<file path="src/rtl/io_master.sv">
// ============================================================================
// Module      : io_master
// Description : Four-phase handshake I/O master. Runs one INP (read from the
//               input unit) or OUT (write to the output unit) transaction per
//               accepted start request and pulses done when it ends.
//               Optional macro IO_TIMEOUT_EN adds a per-phase wait timeout
//               that aborts a transaction and sets a sticky timeout_err.
// Revision    : 1.0 - initial release
// ============================================================================
`default_nettype none

module io_master #(
    parameter int DW      = 16,
    parameter int TIMEOUT = 255
) (
    input  logic          clk,
    input  logic          rst,
    input  logic          start_inp,
    input  logic          start_out,
    input  logic [DW-1:0] wr_data,
    output logic [DW-1:0] rd_data,
    output logic          busy,
    output logic          done,
    output logic          timeout_err,
    output logic          inp_req,
    input  logic [DW-1:0] inp_data,
    input  logic          inp_ack,
    output logic          out_req,
    output logic [DW-1:0] out_data,
    input  logic          out_ack
);

    localparam logic [2:0] S_IDLE    = 3'd0;
    localparam logic [2:0] S_INP_REQ = 3'd1;
    localparam logic [2:0] S_INP_REL = 3'd2;
    localparam logic [2:0] S_OUT_REQ = 3'd3;
    localparam logic [2:0] S_OUT_REL = 3'd4;
    localparam logic [2:0] S_DONE    = 3'd5;

    logic [2:0] state;
    logic       wait_expired;

`ifdef IO_TIMEOUT_EN
    // The counter holds the number of cycles already spent in the current
    // wait state, so expiry one short of TIMEOUT gives exactly TIMEOUT cycles.
    localparam logic [7:0] WAIT_LIMIT = 8'(TIMEOUT - 1);

    logic [7:0] wait_cnt;
    logic       wait_leave;

    assign wait_expired = (wait_cnt == WAIT_LIMIT);

    // Decide whether the FSM leaves (or is not in) a wait state this cycle.
    always_comb begin
        wait_leave = 1'b1;
        case (state)
            S_INP_REQ: wait_leave = inp_ack  || wait_expired;
            S_INP_REL: wait_leave = !inp_ack || wait_expired;
            S_OUT_REQ: wait_leave = out_ack  || wait_expired;
            S_OUT_REL: wait_leave = !out_ack || wait_expired;
            default:   wait_leave = 1'b1;
        endcase
    end

    // Wait counter: zero on entry to each REQ/REL state, counts while staying.
    always_ff @(posedge clk or posedge rst) begin
        if (rst) begin
            wait_cnt <= 8'd0;
        end else if (wait_leave) begin
            wait_cnt <= 8'd0;
        end else begin
            wait_cnt <= wait_cnt + 8'd1;
        end
    end
`else
    // No timeout: REQ and REL states wait for the peer indefinitely.
    assign wait_expired = 1'b0;
`endif

    // Transaction FSM with all outputs registered alongside the state.
    always_ff @(posedge clk or posedge rst) begin
        if (rst) begin
            state       <= S_IDLE;
            inp_req     <= 1'b0;
            out_req     <= 1'b0;
            done        <= 1'b0;
            busy        <= 1'b0;
            timeout_err <= 1'b0;
            rd_data     <= '0;
            out_data    <= '0;
        end else begin
            done <= 1'b0;
            case (state)
                S_IDLE: begin
                    // A peer still holding ack from an earlier (possibly
                    // reset-aborted) handshake blocks new starts.
                    if (!inp_ack && !out_ack) begin
                        if (start_inp) begin
                            state       <= S_INP_REQ;
                            inp_req     <= 1'b1;
                            busy        <= 1'b1;
                            timeout_err <= 1'b0;
                        end else if (start_out) begin
                            state       <= S_OUT_REQ;
                            out_req     <= 1'b1;
                            out_data    <= wr_data;
                            busy        <= 1'b1;
                            timeout_err <= 1'b0;
                        end
                    end
                end
                S_INP_REQ: begin
                    if (inp_ack) begin
                        rd_data <= inp_data;
                        inp_req <= 1'b0;
                        state   <= S_INP_REL;
                    end else if (wait_expired) begin
                        inp_req     <= 1'b0;
                        timeout_err <= 1'b1;
                        done        <= 1'b1;
                        state       <= S_DONE;
                    end
                end
                S_INP_REL: begin
                    if (!inp_ack) begin
                        done  <= 1'b1;
                        state <= S_DONE;
                    end else if (wait_expired) begin
                        timeout_err <= 1'b1;
                        done        <= 1'b1;
                        state       <= S_DONE;
                    end
                end
                S_OUT_REQ: begin
                    if (out_ack) begin
                        out_req <= 1'b0;
                        state   <= S_OUT_REL;
                    end else if (wait_expired) begin
                        out_req     <= 1'b0;
                        timeout_err <= 1'b1;
                        done        <= 1'b1;
                        state       <= S_DONE;
                    end
                end
                S_OUT_REL: begin
                    if (!out_ack) begin
                        done  <= 1'b1;
                        state <= S_DONE;
                    end else if (wait_expired) begin
                        timeout_err <= 1'b1;
                        done        <= 1'b1;
                        state       <= S_DONE;
                    end
                end
                S_DONE: begin
                    busy  <= 1'b0;
                    state <= S_IDLE;
                end
                default: begin
                    inp_req <= 1'b0;
                    out_req <= 1'b0;
                    busy    <= 1'b0;
                    state   <= S_IDLE;
                end
            endcase
        end
    end

endmodule

`default_nettype wire
</file>
<file path="config.mk">
export PLATFORM = sky130hd
export DESIGN_NAME = io_master
export DESIGN_NICKNAME = d
export VERILOG_FILES = /design/src/rtl/io_master.sv
export SDC_FILE = /design/constraint.sdc
export NUM_CORES = 1
export LEC_CHECK = 0
export BUFFER_PORTS_ARGS = -buffer_cell sky130_fd_sc_hd__buf_2
export CAP_MARGIN = 30
export CORE_MARGIN = 2
export CORE_UTILIZATION = 42
export DETAILED_ROUTE_END_ITERATION = 10
export PLACE_DENSITY = 0.76
export SLEW_MARGIN = 5
export SYNTH_ARGS = -nofsm -noshare
export SYNTH_HDL_FRONTEND = slang
export SYNTH_SLANG_ARGS = --single-unit
</file>
<file path="constraint.sdc">
create_clock -name clk -period 1.65 [get_ports clk]
set_input_delay 0.2475 -clock clk [delete_from_list [all_inputs] [get_ports clk]]
set_output_delay 0.2475 -clock clk [all_outputs]
set_load 0.1 [all_outputs]
</file>
==> out/metrics.cfg, run 1 <==
[run_status]
status=finished clean

[synth]
async_reset_ff_share_pct=100
ys_top_cells_by_area=dfrtp_1 58%, mux2_2 15%, mux2_4 8.1%
yosys.area_share.simple_pct=8.66
synth_fa_ha_area_share_pct=0
synthMuxAreaShare_pct=25.3
synth_common_cells=39 x dfrtp_1, 23 x mux2_2, 9 x mux2_4, 4 x nand2_1, 4 x nand3_1
netlist.area_leader.share_pct=58.2
synth.cell_area_sq_um=1680
synth_edf_count=0
synth.ff_latch_count=39
avgSynthCellArea_sq_um=14.7
yosysMostFrequentCell=dfrtp_1
synthXorXnorAreaFrac_pct=0
ys_warn_count=0
synth_compound_area_share_pct=3.51
yosysUniqueCellTypes=28
synth.yosys.seq_area_share_pct=58.2
synthFlopType=dfrtp_1
synthCells=114
synth_top_area_cell=dfrtp_1
syn-num-nets=152
synth_top_family_by_area=multiplexers

[global_routing]
grtUsageMet2_pct=28.1
antenna_found_initial=0
grt.total_usage_pct=17.0
met3_usage_pct=8.17
grt_pass1_vias=1264
grtUsageMet1_pct=18.3
grt_pass1_wl_um=5530
grt_max_degree=40
grt_overflow=0
grt.busiest_layer=met2

[drt]
wire_per_inst_um=13.6
drcViolationCount=0
via_per_inst=4.83
wl_um=3300
vias=1170
final_antenna_net_count=0
dr.pass1.iters=4
drt_iter0_drc=33

[clock_network]
ctsHoldBuffers=0
post_cts_buffers=0
cts_resized=0
clock_sinks=39
cts.path.max_buffers=2
clk_latency_ps=290
cts_tree=built
numCtsBuffers=5
clk_pin_slew_worst_paths_ps=70
cts-root-buf=clkbuf_8
htreeDepth=2

[floorplanning]
die_h_um=67.2
core_area_sq_um=3740
die_w_um=67.2
initial_core_util_pct=44.8
num_rows=22
design.portCount=75
dieArea_sq_um=4510

[sta]
timing.final.crit_period_ps=1420
finalHoldViolCount=0
setup-violations-final=0
setup_tns_ps=0
achievable-frequency_mhz=702
drv_slew=0
rsz0062_at_grt=no
finalCritPeriodShare_pct=86.3
fin_skew_ps=3.03

[cells_and_area]
num_antenna_cells=0
fin_util_pct=59.6
fillers=326
num-nets-final=231
synthToLayoutAreaGrowth_pct=33.1
layout-drive-gt1-share_pct=63.9

[placement]
hpwlAfterDp_um=2490
gp_congestion=0.766
io_buffers=73

[worst_setup_path]
endpoint_kind=flop
worstPathRequired_ps=1830
path_max_fanout=17
critPathArrivalTime_ps=1600
path_class=flop to flop
start_kind=flop

[run]
cap_violations=0

[min_path]
hold_class=input port to async pin

==> cell usage in the layout (no fill, tap or decap), types with 2 or more instances in the layout <==
| cell | n |
|---|---|
| inv_1 | 3 |
| nor2b_1 | 2 |
| nand3_1 | 4 |
| buf_4 | 4 |
| mux2_2 | 23 |
| buf_2 | 73 |
| a21oi_1 | 2 |
| o21ai_0 | 3 |
| nand2_1 | 4 |
| nor2_1 | 2 |
| dfrtp_1 | 39 |
| clkbuf_8 | 6 |
| buf_12 | 2 |
| mux2_4 | 9 |
| mux2i_1 | 3 |
==> flip-flops by register name (all words and copies together), names as in the netlist <==
register / flops
busy: 1
done: 1
inp_req: 1
out_data: 16
out_req: 1
rd_data: 16
state: 3
==> worst max-delay path, stage by stage (launching register included) <==
cell and delay [ps]:
dfrtp_1 420, nor3_4 280, nand4b_4 140, buf_12 180, mux2_4 300
==> layout make-up <==
class                           count  area (sq um)  share of cell area [%]
Clock inverter                      2          35.0                    1.57
Multi-Input combinational cell     65           632                    28.3
Sequential cell                    39           976                    43.7
Timing Repair Buffer               79           435                    19.5
Tap cell                           48          60.1                    2.69
Clock buffer                        6          82.6                    3.70
Inverter                            3          11.3                   0.504
==> through the flow <==
step / hold WS [ps] / cell area [sq um] / instances / setup slack [ps]
floorplan: 386 / 1680 / 114 / 101
global placement: 372 / 2110 / 234 / 280
detailed placement: 389 / 2110 / 234 / 221
CTS: 76.1 / 2230 / 242 / 218
global route: 96.3 / 2230 / 242 / 174
finish: 64.9 / 2230 / 242 / 225
==> routing by layer <==
metal / vias to the layer above / wire, um
li1: 559 / -
met1: 550 / 1320
met2: 56 / 1540
met3: 5 / 375
met4: 0 / 71
met5: - / 0
==> final timing paths <==
kind | slack (ps) | cells past startpoint | start | end
worst max-delay path | 230 | 4 | state[2] | out_data[4]
worst min-delay path | 60 | 3 | rst | rd_data[13]
worst max register to register | 230 | 4 | state[2] | out_data[4]
worst min register to register | 500 | 1 | rd_data[4] | rd_data[4]
max in group asynchronous | 1250 | 3 | rst | inp_req
min in group clk | 180 | 2 | inp_data[6] | rd_data[6]
==> kinds of logic (layout without fill, tap and decap cells) <==
logic type | Yosys count | in the layout
buffers and inverters | 10 | 90
multiplexers | 35 | 35
AO/OA/AOI/OAI | 9 | 9
flip-flops | 39 | 39
other | 1 | 1
AND/OR/NAND/NOR | 20 | 20
Power of run 1 is left out: the tool's default activity adds up to more than one toggle a clock period on the data nets, which glitch-free logic cannot reach.
==> inputs of run 2 (changes only) <==
CORE_UTILIZATION = 30   (was 42)
GPL_TIMING_DRIVEN = 0   (was unset)
PLACE_DENSITY = 0.58   (was 0.76)
==> out/metrics.cfg, run 2 (synthesized netlist as in run 1, its figures left out) <==
[cells_and_area]
reg_top3=out_data: 16 flops, rd_data: 16 flops, state: 3 flops
synthToLayoutAreaGrowth_pct=35.9
final_cell_mix=73 x buf_2, 39 x dfrtp_1, 23 x mux2_2, 9 x mux2_4, 5 x clkbuf_8
fillers=522
layout-drive-gt1-share_pct=63.8
final_common_cell=buf_2
num_antenna_cells=0
num-nets-final=233

[sta]
finalCritPeriodShare_pct=96.9
achievable-frequency_mhz=626
tightestPinTransition_ps=801
timing.final.crit_period_ps=1600
drv_slew=0
fin_skew_ps=7.71
hold_ws_ps=98.8
rsz0062_at_grt=no
max-slew-margin-rel_pct=46.5
finalHoldViolCount=0
setup-violations-final=0

[global_routing]
antenna_found_initial=0
grt_overflow=0
grt.total_usage_pct=11.5
grt_pass1_wl_um=5480
grt_max_degree=40
grt_pass1_vias=1197

[worst_setup_path]
path_max_fanout=10
start_kind=flop
worstPathRequired_ps=1830
path_class=flop to flop
critical_path.max_stage_delay_ps=370
critPathArrivalTime_ps=1780
path_common_cell=buf_6
endpoint_kind=flop
crit_chain=buf_6, and4bb_2, clkbuf_4, buf_6, mux2_2
r2r_cells=5
worst_path_max_delay_cell=dfrtp_1

[clock_network]
cts.path.max_buffers=2
cts_tree=built
cts-root-buf=clkbuf_8
numCtsBuffers=5
clock_sinks=39
clk_pin_slew_worst_paths_ps=80
clk_latency_ps=290
htreeDepth=2

[floorplanning]
initial_core_util_pct=30.8
dieArea_sq_um=6200
die_w_um=78.8
design.portCount=75
num_rows=27
core_area_sq_um=5440
die_h_um=78.8

[drt]
wire_per_inst_um=12.1
via_per_inst=4.30
dr.pass1.iters=4
final_antenna_net_count=0
vias=1153
drcViolationCount=0
wl_um=3240
drt_iter0_drc=35

[min_path]
hold_class=input port to async pin

[run]
cap_violations=0

[run_status]
status=finished clean

[placement]
hpwlAfterDp_um=2340
gp_congestion=0.686
io_buffers=73

[run 2: path summary, 6_finish.rpt]
path	startpoint	end	slack, ps
max	state[2]	rd_data[8]	50
min	rst	rd_data[9]	100
max in group asynchronous	rst	rd_data[7]	1020
max reg2reg	state[2]	rd_data[8]	50
min reg2reg	out_data[1]	out_data[1]	500
min in group clk	inp_data[12]	rd_data[12]	180
[run 2: per-stage QoR]
step / setup slack (ps) / instance area, sq um / cells / utilization (%) / setup TNS (ps)
floorplan: 101 / 1680 / 114 / - / 0
global placement: -63.5 / 2130 / 259 / 39.2 / -2480
detailed placement: -28.5 / 2130 / 259 / 39.2 / -157
CTS: 9.13 / 2280 / 268 / 41.8 / 0
global route: 0.243 / 2280 / 268 / 41.9 / 0
finish: 51.7 / 2280 / 268 / 41.9 / 0
[run 2: layout make-up]
type,count,area [sq um],area share (%)
clock buffer,6,72.6,3.19
clock inverter,2,60.1,2.64
timing repair buffer,74,373,16.4
tap,72,90.1,3.95
multi-input combinational,65,632,27.7
sequential,39,976,42.8
buffer,7,63.8,2.80
inverter,3,11.3,0.494
[run 2: critical path: cells and delay by family, from the launching register on]
kind                   cells  cell delay [ps]
buffers and inverters      3              490
DFF                        1              370
muxes                      1              340
and+or+nand+nor            1              270
[run 2: what timing repair did]
action,CTS,global route
gates resized for setup,1,1
setup buffers,1,0
pin swaps,1,0
endpoints found under the setup margin,18,9
hold buffers,0,0
[run 2: routing by layer]
layer  GRT usage, %  routed length [um]  vias to the layer above
met4           5.26                  57                        0
met1           14.9                1560                      534
met3           4.89                 280                        6
met5              0                   0                        -
li1               -                   -                      563
met2           16.7                1340                       50
Power of run 2 is left out for the same reason.
